File: src/rtl/core_reg_pkg.sv
// Shared types for the core register bus: base-address layout, master FSM
// states and the latched command seen by the initiator.
package core_reg_pkg;

  localparam int          CORE_REG_ADDR_W        = 16;
  localparam int          CORE_REG_DATA_W        = 32;
  localparam logic [31:0] CORE_REG_TIMEOUT_DATA  = 32'hDEAD_BEEF;

  // Base address of the core block; only the low 16 bits select registers.
  typedef struct packed {
    logic [15:0] rsvd;
    logic [15:0] ADDR;
  } core_base_addr_t;

  typedef enum logic [1:0] {
    IDLE = 2'd0,
    REQ  = 2'd1,
    RSP  = 2'd2
  } core_reg_mst_state_e;

  typedef struct packed {
    logic                       write;
    logic [CORE_REG_ADDR_W-1:0] addr;
    logic [CORE_REG_DATA_W-1:0] wdata;
  } core_reg_cmd_t;

endpackage

File: src/rtl/core_reg_master_if.sv
// Host command, register bus and host response signals of the core register
// master; master = initiator view, slave = host/responder view.
interface core_reg_master_if #(
  parameter int DATA_W = 32
);
  logic              cmd_valid;
  logic              cmd_ready;
  logic              cmd_write;
  logic [15:0]       cmd_addr;
  logic [DATA_W-1:0] cmd_wdata;

  logic              reg_req;
  logic              reg_we;
  logic [15:0]       reg_addr;
  logic [DATA_W-1:0] reg_wdata;
  logic              reg_ack;
  logic [DATA_W-1:0] reg_rdata;

  logic              rsp_valid;
  logic              rsp_ready;
  logic [DATA_W-1:0] rsp_rdata;
  logic              rsp_err;
  logic [7:0]        err_cnt;

  modport master (
    input  cmd_valid, cmd_write, cmd_addr, cmd_wdata, reg_ack, reg_rdata, rsp_ready,
    output cmd_ready, reg_req, reg_we, reg_addr, reg_wdata, rsp_valid, rsp_rdata,
           rsp_err, err_cnt
  );

  modport slave (
    output cmd_valid, cmd_write, cmd_addr, cmd_wdata, reg_ack, reg_rdata, rsp_ready,
    input  cmd_ready, reg_req, reg_we, reg_addr, reg_wdata, rsp_valid, rsp_rdata,
           rsp_err, err_cnt
  );
endinterface

File: src/rtl/core_reg_master.sv
// Initiator of the core register bus: range-checks host commands, issues one
// req/ack transaction at a time with a timeout, and returns one response each.
module core_reg_master
  import core_reg_pkg::*;
#(
  parameter int DATA_W   = 32,
  parameter int REG_SPAN = 64,
  parameter int TIMEOUT  = 16
) (
  input  logic                  clk,
  input  logic                  reset,
  input  core_base_addr_t       base_addr,
  core_reg_master_if.master     bus
);

  localparam int                CNT_W    = (TIMEOUT > 2) ? $clog2(TIMEOUT) : 1;
  localparam logic [CNT_W-1:0]  CNT_LAST = CNT_W'(TIMEOUT - 1);
  localparam logic [16:0]       SPAN_L   = 17'(REG_SPAN);

  core_reg_mst_state_e state_q, state_d;
  core_reg_cmd_t       cmd_q, cmd_d;
  logic [CNT_W-1:0]    cnt_q, cnt_d;
  logic [DATA_W-1:0]   rsp_rdata_q, rsp_rdata_d;
  logic                rsp_err_q, rsp_err_d;
  logic [7:0]          err_cnt_q, err_cnt_d;
  logic                ready_q;

  logic [15:0]         offset;
  logic                range_err;
  logic                unused_base_hi;

  assign unused_base_hi = ^base_addr.rsvd;

  // Underflow is caught by the compare; the wrapped difference is only used in range.
  assign offset    = bus.cmd_addr - base_addr.ADDR;
  assign range_err = (bus.cmd_addr < base_addr.ADDR) || ({1'b0, offset} >= SPAN_L);

  always_comb begin
    // NOTE: every variable gets a default first so no path leaves it unassigned (no latches).
    state_d     = state_q;
    cmd_d       = cmd_q;
    cnt_d       = cnt_q;
    rsp_rdata_d = rsp_rdata_q;
    rsp_err_d   = rsp_err_q;
    err_cnt_d   = err_cnt_q;

    unique case (state_q)
      IDLE: begin
        if (bus.cmd_valid && ready_q) begin
          if (range_err) begin
            state_d     = RSP;
            rsp_err_d   = 1'b1;
            rsp_rdata_d = '0;
          end else begin
            state_d     = REQ;
            cnt_d       = '0;
            cmd_d.write = bus.cmd_write;
            cmd_d.addr  = offset;
            cmd_d.wdata = CORE_REG_DATA_W'(bus.cmd_wdata);
          end
        end
      end

      REQ: begin
        if (bus.reg_ack) begin
          state_d     = RSP;
          rsp_err_d   = 1'b0;
          rsp_rdata_d = cmd_q.write ? '0 : bus.reg_rdata;
        end else if (cnt_q == CNT_LAST) begin
          state_d     = RSP;
          rsp_err_d   = 1'b1;
          rsp_rdata_d = DATA_W'(CORE_REG_TIMEOUT_DATA);
        end else begin
          cnt_d = cnt_q + 1'b1;
        end
      end

      RSP: begin
        if (bus.rsp_ready) begin
          state_d = IDLE;
          if (rsp_err_q && (err_cnt_q != 8'hFF)) err_cnt_d = err_cnt_q + 8'd1;
        end
      end

      default: state_d = IDLE;
    endcase
  end

  always_ff @(posedge clk) begin
    // NOTE: sequential state uses non-blocking assignments so all registers update together.
    if (reset) begin
      state_q     <= IDLE;
      cmd_q       <= '0;
      cnt_q       <= '0;
      rsp_rdata_q <= '0;
      rsp_err_q   <= 1'b0;
      err_cnt_q   <= '0;
      ready_q     <= 1'b0;
    end else begin
      state_q     <= state_d;
      cmd_q       <= cmd_d;
      cnt_q       <= cnt_d;
      rsp_rdata_q <= rsp_rdata_d;
      rsp_err_q   <= rsp_err_d;
      err_cnt_q   <= err_cnt_d;
      ready_q     <= (state_d == IDLE);
    end
  end

  assign bus.cmd_ready = ready_q;
  assign bus.reg_req   = (state_q == REQ);
  assign bus.reg_we    = cmd_q.write;
  assign bus.reg_addr  = cmd_q.addr;
  assign bus.reg_wdata = DATA_W'(cmd_q.wdata);
  assign bus.rsp_valid = (state_q == RSP);
  assign bus.rsp_rdata = rsp_rdata_q;
  assign bus.rsp_err   = rsp_err_q;
  assign bus.err_cnt   = err_cnt_q;

endmodule

File: src/flat_wrapper.sv
// flat-port wrapper written by rule: the top's interface ports become plain ports
module core_reg_master_flat import core_reg_pkg::*;
#(
  parameter int DATA_W   = 32,
  parameter int REG_SPAN = 64,
  parameter int TIMEOUT  = 16
)
  (clk, reset, base_addr, bus_cmd_valid, bus_cmd_write, bus_cmd_addr, bus_cmd_wdata, bus_reg_ack, bus_reg_rdata, bus_rsp_ready, bus_cmd_ready, bus_reg_req, bus_reg_we, bus_reg_addr, bus_reg_wdata, bus_rsp_valid, bus_rsp_rdata, bus_rsp_err, bus_err_cnt);
  core_reg_master_if #(.DATA_W(DATA_W)) bus_i ();
  input  logic clk;
  input  logic reset;
  input  core_base_addr_t base_addr;
  input wire logic [$bits(bus_i.cmd_valid)-1:0] bus_cmd_valid;
  input wire logic [$bits(bus_i.cmd_write)-1:0] bus_cmd_write;
  input wire logic [$bits(bus_i.cmd_addr)-1:0] bus_cmd_addr;
  input wire logic [$bits(bus_i.cmd_wdata)-1:0] bus_cmd_wdata;
  input wire logic [$bits(bus_i.reg_ack)-1:0] bus_reg_ack;
  input wire logic [$bits(bus_i.reg_rdata)-1:0] bus_reg_rdata;
  input wire logic [$bits(bus_i.rsp_ready)-1:0] bus_rsp_ready;
  output wire logic [$bits(bus_i.cmd_ready)-1:0] bus_cmd_ready;
  output wire logic [$bits(bus_i.reg_req)-1:0] bus_reg_req;
  output wire logic [$bits(bus_i.reg_we)-1:0] bus_reg_we;
  output wire logic [$bits(bus_i.reg_addr)-1:0] bus_reg_addr;
  output wire logic [$bits(bus_i.reg_wdata)-1:0] bus_reg_wdata;
  output wire logic [$bits(bus_i.rsp_valid)-1:0] bus_rsp_valid;
  output wire logic [$bits(bus_i.rsp_rdata)-1:0] bus_rsp_rdata;
  output wire logic [$bits(bus_i.rsp_err)-1:0] bus_rsp_err;
  output wire logic [$bits(bus_i.err_cnt)-1:0] bus_err_cnt;
  assign bus_i.cmd_valid = bus_cmd_valid;
  assign bus_i.cmd_write = bus_cmd_write;
  assign bus_i.cmd_addr = bus_cmd_addr;
  assign bus_i.cmd_wdata = bus_cmd_wdata;
  assign bus_i.reg_ack = bus_reg_ack;
  assign bus_i.reg_rdata = bus_reg_rdata;
  assign bus_i.rsp_ready = bus_rsp_ready;
  assign bus_cmd_ready = bus_i.cmd_ready;
  assign bus_reg_req = bus_i.reg_req;
  assign bus_reg_we = bus_i.reg_we;
  assign bus_reg_addr = bus_i.reg_addr;
  assign bus_reg_wdata = bus_i.reg_wdata;
  assign bus_rsp_valid = bus_i.rsp_valid;
  assign bus_rsp_rdata = bus_i.rsp_rdata;
  assign bus_rsp_err = bus_i.rsp_err;
  assign bus_err_cnt = bus_i.err_cnt;
  core_reg_master #(.DATA_W(DATA_W), .REG_SPAN(REG_SPAN), .TIMEOUT(TIMEOUT)) u_core (.clk(clk), .reset(reset), .base_addr(base_addr), .bus(bus_i));
endmodule
File: config.mk
export PLATFORM = sky130hd
export DESIGN_NAME = core_reg_master_flat
export DESIGN_NICKNAME = d
export VERILOG_FILES = /design/src/rtl/core_reg_pkg.sv /design/src/rtl/core_reg_master_if.sv /design/src/rtl/core_reg_master.sv /design/src/flat_wrapper.sv
export SDC_FILE = /design/constraint.sdc
export NUM_CORES = 1
export LEC_CHECK = 0
export ABC_AREA = 1
export BUFFER_PORTS_ARGS = -buffer_cell sky130_fd_sc_hd__buf_4
export CORE_ASPECT_RATIO = 1.5
export CORE_UTILIZATION = 36
export DETAILED_ROUTE_END_ITERATION = 16
export SYNTH_ARGS = -nofsm -noshare
export SYNTH_HDL_FRONTEND = slang
export SYNTH_SLANG_ARGS = --single-unit
File: constraint.sdc
create_clock -name clk -period 2.35 [get_ports clk]
set_input_delay 0.1175 -clock clk [delete_from_list [all_inputs] [get_ports clk]]
set_output_delay 0.1175 -clock clk [all_outputs]
set_load 0.01 [all_outputs]
==> qor.yml, run 1 <==
finish:
  final_cell_mix: "nand2_1, buf_4, nor2_1"
  n_antenna_cell: 0
  multiInputGateArea_sq_um: 3000
  drive_above_1_share_pct: 25.6
  final_common_cell: "nand2_1"
  finalInstanceArea_sq_um: 7970
  nNetsFinal: 1236
  instances_no_fill: 1299
  areaGrowthSynthToFinish_pct: 45.4
  regArea_sq_um: 1940
  fin_util_pct: 54.1
  fill_cells: 1527
status:
  status: "finished clean"
floorplan:
  pin_count: 211
  chipHeight_microns: 153
  start_util_pct: 37.2
  die_area_sq_um: 15700
  rows: 54
  dieWidth_microns: 103
  core_area_sq_um: 14700
logic_synthesis:
  syn_avg_cell_area_sq_um: 6.23
  synthesis.area_sq_um: 5480
  yosys_warnings: 0
  synth_seq_cells: 97
  synth_fp_nets: 1017
  ys_seq_area_share_pct: 35.4
  syn_inst: 880
  ys_types: 29
route:
  wl_per_cell_microns: 12.6
  ant_nets: 0
  via_per_inst: 4.53
  postRouteWirelength_microns: 16300
  via_count: 5879
  drt_pass1_iterations: 6
  drc: 0
  dr.first_iter.drc_count: 216
pwr:
  power.leakage_nw: 4.22
  max-vdd-ir-drop_mv: 0.290
  powerDensity_nw_per_um2: 526
place:
  placed_area_sq_um: 7240
  portBuffers: 194
  dp_slack_ps: -157
  hpwl_microns: 11400
  placedCellCount: 1254
  gp_congestion: 0.902
timing:
  drv_slew: 0
  post-route-period-util_pct: 94.2
  worst_slack_ps: 135
  final_hold_viol_count: 0
  tightest_slew_ps: 577
  fin_crit_ps: 2210
  setup_viol: 0
  fin_skew_ps: 12.9
  fmax_mhz: 452
  maxSlewHeadroom_pct: 61.5
setup_path:
  end_kind: "flop"
  crit_type: "in2reg"
  slowest_stage: "fa_2"
  crit_fanout: 16
  cpMostUsedCell: "nand2_1"
  crit_path_cell_trace: "buf_4 > inv_1 > ha_1 > inv_1 > fa_2 > nand2_1 > nand2_1 > nand3b_1 > buf_4 > nand3b_1 > nand2_1 > nand3_2 > inv_2 > nand2_1 > nor2_4 > nand3_4 > clkbuf_16 > a21oi_1 > nor2_1"
  critPathLaunchType: "input pin"
  worst_ep_arrival_time_ps: 2440
  slowest_delay_ps: 330
  required_ps: 2580
grt:
  grt_max_degree: 66
  antenna_found_initial: 0
  grtUsageTotal_pct: 19.8
  grt_pass1_vias: 5286
  grt_pass1_wl_microns: 24800
  grt_overflow: 0
clocking:
  clk_pin_slew_worst_paths_ps: 70
  clkLatencyLatePin_ps: 340
  htree_levels: 3
  root_buffer: "clkbuf_16"
  numCtsBuffers: 9
  tritoncts: "done"
  clock_path_buffers: 2
  clock_sinks: 97
flow_run:
  maxCapViolations: 0
hold_path:
  min_path_type: "in2reg"
## Yosys cell counts, drive strengths merged
cell type / n / area share, %
buf: 16 / 2.1
dfxtp: 97 / 35
nand2: 304 / 21
inv: 109 / 7.5
o21bai: 1 / 0.14
clkbuf: 24 / 1.6
xor2: 4 / 0.64
fa: 1 / 0.37
nand3: 63 / 7.7
nor3: 3 / 0.27
a31oi: 1 / 0.11
a21oi: 55 / 5.1
nor3b: 2 / 0.27
nand4: 4 / 0.57
o21ai: 12 / 1.1
and2: 3 / 0.34
xnor2: 1 / 0.16
nand3b: 5 / 0.69
nor2: 157 / 11
ha: 18 / 4.1
## stage by stage
step / setup TNS (ps) / hold WS [ps] / total power [mW]
after floorplan: 0 / 252 / 2.21
after global placement: -5850 / 340 / 2.57
after detailed placement: -8770 / 346 / 2.57
after CTS: 0 / 1.15 / 4.22
after global routing: -30.0 / 11.8 / 4.42
final: 0 / 10.4 / 4.19
## logic make-up after synthesis
family	Yosys count	share of synthesized area, %
and+or+nand+nor	541	41.7
buffers and inverters	149	11.2
AOI/OAI and AO/OA	69	6.44
adders and majority gates	19	4.48
xor gates and xnor gates	5	0.799
DFF	97	35.4
## registers in the layout, indices dropped and copies added (netlist names)
name                  count
u_core.bus.cmd_ready      1
u_core.bus.reg_wdata     32
u_core.cnt_q              4
u_core.bus.reg_we         1
u_core.bus.rsp_err        1
u_core.bus.err_cnt        8
u_core.state_q            2
u_core.bus.rsp_rdata     32
u_core.bus.reg_addr      16
## where the power goes
part / internal (mW) / leakage, nW / total (mW) / switching, mW
logic: 0.417 / 3.28 / 0.852 / 0.435
clock network: 0.962 / 0.152 / 1.61 / 0.648
registers: 1.70 / 0.786 / 1.73 / 0.0328
## critical path: cells and delay by family
family | cells | cell delay [ps]
adder cells (fa/ha/maj) | 2 | 470
buffers and inverters | 6 | 680
AND/OR/NAND/NOR | 10 | 1040
AO/OA/AOI/OAI | 1 | 130
## layer usage
| metal | wire length (microns) | vias up | track usage (%) |
|---|---|---|---|
| li1 | - | 3123 | - |
| met2 | 8770 | 160 | 36.8 |
| met1 | 6500 | 2584 | 22.2 |
| met3 | 816 | 12 | 3.89 |
| met5 | 0 | - | 0 |
| met4 | 256 | 0 | 5.77 |
## path summary, 6_finish.rpt
| path | from | endpoint | cells past startpoint | slack, ps |
|---|---|---|---|---|
| setup / recovery | bus_cmd_addr[0] | u_core.bus.rsp_rdata[8]$_SDFFE_PP0P_ | 19 | 140 |
| hold / removal | bus_cmd_wdata[21] | u_core.bus.reg_wdata[21]$_SDFFE_PP0P_ | 3 | 10 |
| hold reg to reg | u_core.bus.reg_addr[6]$_SDFFE_PP0P_ | u_core.bus.reg_addr[6]$_SDFFE_PP0P_ | 2 | 440 |
| setup reg to reg | u_core.bus.err_cnt[0]$_SDFFE_PP0P_ | u_core.bus.err_cnt[7]$_SDFFE_PP0P_ | 11 | 550 |
## layout make-up
type / instances / area share [%]
inverters: 109 / 5.14
flip-flops and latches: 97 / 24.4
clock inverters: 4 / 0.958
well taps: 196 / 3.08
multi-input cells: 634 / 37.7
repair buffers: 248 / 25.7
clock buffers: 11 / 3.05
## repair_timing
action	4_1_cts	5_1_grt
hold endpoints to repair	23	0
setup endpoints to repair	0	62
hold buffers	23	0
setup buffers	0	1
resized for setup	0	11
No activity file was read; power rests on OpenSTA's default activity.
==> run 2: changes to the inputs <==
- CORE_UTILIZATION: 36 -> 45
- PLACE_DENSITY: not set -> 0.77
==> qor.yml, run 2 (synthesis results as in run 1) <==
status:
  status: "finished with violations"
  violations: "DRC"
timing:
  post-route-period-util_pct: 94.8  # +0.59 points
  maxSlewHeadroom_pct: 65.2  # +3.7 points
  fin_skew_ps: 12.1  # -0.787 ps
  tightest_slew_ps: 520  # -56.5 ps
  setup_viol: 0  # unchanged
  drv_slew: 0  # unchanged
  fin_setup_tns_ps: 0  # unchanged
  final_hold_viol_count: 0  # unchanged
  timing.hold.ws_ps: 9.37  # -1.04 ps
  fmax_mhz: 449  # -0.62%
  fin_crit_ps: 2230  # +13.9 ps
  worst_slack_ps: 121  # -13.9 ps
setup_path:
  reg2regPathDepth: 11  # unchanged
  required_ps: 2620  # +40 ps
  slowest_stage: "fa_2"
  cpMostUsedCell: "nand2_1"
  end_kind: "flop"
  crit_type: "in2reg"
  r2r-end: "u_core.bus.err_cnt[7]$_SDFFE_PP0P_"
  crit_fanout: 13  # -3
  slowest_delay_ps: 400  # +70 ps
  worst_ep_arrival_time_ps: 2500  # +60 ps
  crit_buf_inv: 5  # -1
  r2r_start: "u_core.bus.err_cnt[0]$_SDFFE_PP0P_"
  ff2ff_setup_slack_ps: 560  # about the same
  crit_path_cell_trace: "buf_4 > inv_1 > ha_2 > inv_2 > fa_2 > nand2_2 > nand2_1 > nand3b_1 > nand2_2 > nand2_2 > nand2_1 > nand2_1 > and2_4 > nand3_2 > nor2_4 > nand4_4 > buf_12 > clkbuf_16 > nand2_1 > nand2_1 > nor2_1"
  crit_family: "simple AND/OR/NAND/NOR gates"
  critPathLaunchType: "input pin"
grt:
  grt_overflow: 0  # unchanged
  grt_pass1_vias: 5262  # -0.45%
  antenna_found_initial: 0  # unchanged
  grt_max_degree: 66  # unchanged
  grtUsageTotal_pct: 22.5  # +2.7 points
  grt_pass1_wl_microns: 23000  # -7.1%
place:
  hpwl_microns: 10500  # -7.6%
  portBuffers: 194  # unchanged
  placed_area_sq_um: 7160  # -0.99%
  dp_slack_ps: -197  # -40.5 ps
  gp_congestion: 0.896  # -0.70%
clocking:
  clock_path_buffers: 2  # unchanged
  root_buffer: "clkbuf_16"
  clock_sinks: 97  # unchanged
  tritoncts: "done"
  clkLatencyLatePin_ps: 340  # about the same
  clk_pin_slew_worst_paths_ps: 70  # about the same
  htree_levels: 3  # unchanged
  numCtsBuffers: 9  # unchanged
route:
  via_per_inst: 4.77  # +5.3%
  postRouteWirelength_microns: 15900  # -3.0%
  dr.first_iter.drc_count: 209  # -3.2%
  wl_per_cell_microns: 12.6  # +0.13%
  via_count: 6002  # +2.1%
  ant_nets: 0  # unchanged
  drt_pass1_iterations: 10  # +4
  drc: 1  # +1
hold_path:
  min_path_type: "in2reg"
  hold_depth: 3  # unchanged
  hold_end: "u_core.bus.reg_wdata[9]$_SDFFE_PP0P_"
  hp-start: "bus_cmd_wdata[9]"
floorplan:
  core_area_sq_um: 12000  # -19%
  dieWidth_microns: 92.1  # -10%
  die_area_sq_um: 12600  # -20%
  chipHeight_microns: 137  # -10%
  pin_count: 211  # unchanged
  start_util_pct: 45.8  # +8.6 points
  rows: 49  # -9.3%
pwr:
  max-vdd-ir-drop_mv: 0.330  # +14%
  power.leakage_nw: 4.25  # +0.56%
  powerDensity_nw_per_um2: 504  # -4.2%
finish:
  finalInstanceArea_sq_um: 7950  # -0.16%
  n_antenna_cell: 0  # unchanged
  areaGrowthSynthToFinish_pct: 45.1
  final_cell_mix: "nand2_1, buf_4, nor2_1"
  final_common_cell: "nand2_1"
  nNetsFinal: 1238  # +0.16%
  fin_util_pct: 66.5  # +12 points
  drive_above_1_share_pct: 26.2  # +0.65 points
flow_run:
  maxCapViolations: 0  # unchanged
run 2: cell types whose count changed in the layout (fill, tap and decap cells not counted), sizes merged:
| cell | previous run | this run |
|---|---|---|
| buf | 221 | 220 |
| bufinv | 2 | 0 |
| clkinv | 0 | 2 |
| clkinvlp | 1 | 2 |
| dlygate4sd3 | 23 | 24 |
| inv | 110 | 112 |
run 2: layout make-up:
type / count / area, sq um
fillers: 1075 / 4000
multi-input cells: 634 / 3000
repair buffers: 250 / 2130
flip-flops and latches: 97 / 1940
inverters: 109 / 409
clock buffers: 9 / 225
well taps: 153 / 191
clock inverters: 7 / 53.8
run 2: where the power goes:
| group | internal [mW] | switching [mW] |
|---|---|---|
| clock network | 0.731 | 0.700 |
| registers | 1.70 | 0.0317 |
| logic | 0.418 | 0.432 |
| total | 2.84 | 1.16 |
run 2: worst register-to-register path, stage by stage (launching register included):
cell	delay, ps
dfxtp_1	360
ha_1	220
inv_1	90
nor3_1	70
nand3_1	70
nand2_1	110
nor2_1	140
nand2_1	60
nor3b_1	230
nand2_1	100
o21ai_0	170
a21oi_1	50
run 2: what timing repair did:
action | 4_1_cts | 5_1_grt
hold buffers | 24 | 0
setup buffers | 0 | 3
endpoints found under the setup margin | 0 | 49
resized for setup | 0 | 20
endpoints found under the hold margin | 24 | 0
run 2: how the worst max path moves through the flow:
stage | from | cells past startpoint | endpoint
global route | bus_cmd_addr[0] | 22 | u_core.bus.reg_wdata[30]$_SDFFE_PP0P_
floorplan | bus_cmd_addr[0] | 19 | u_core.bus.reg_addr[10]$_SDFFE_PP0P_
detailed placement | bus_cmd_addr[0] | 19 | u_core.bus.rsp_rdata[15]$_SDFFE_PP0P_
finish | bus_cmd_addr[0] | 21 | u_core.bus.reg_wdata[18]$_SDFFE_PP0P_
global placement | bus_cmd_addr[0] | 19 | u_core.bus.rsp_rdata[14]$_SDFFE_PP0P_
CTS | bus_cmd_addr[0] | 19 | u_core.bus.rsp_rdata[15]$_SDFFE_PP0P_
run 2: stage by stage:
step                power (mW)  instances
finish                    4.01       1259
CTS                       4.01       1249
global route              4.19       1259
global placement          2.55       1209
detailed placement        2.56       1209
floorplan                 2.21        880
run 2: metal layers:
layer	global-route usage, %	share of wire, %
met1	24.1	39
met2	42.9	53
met3	4.06	4.6
met4	9.20	2.7
met5	0	0
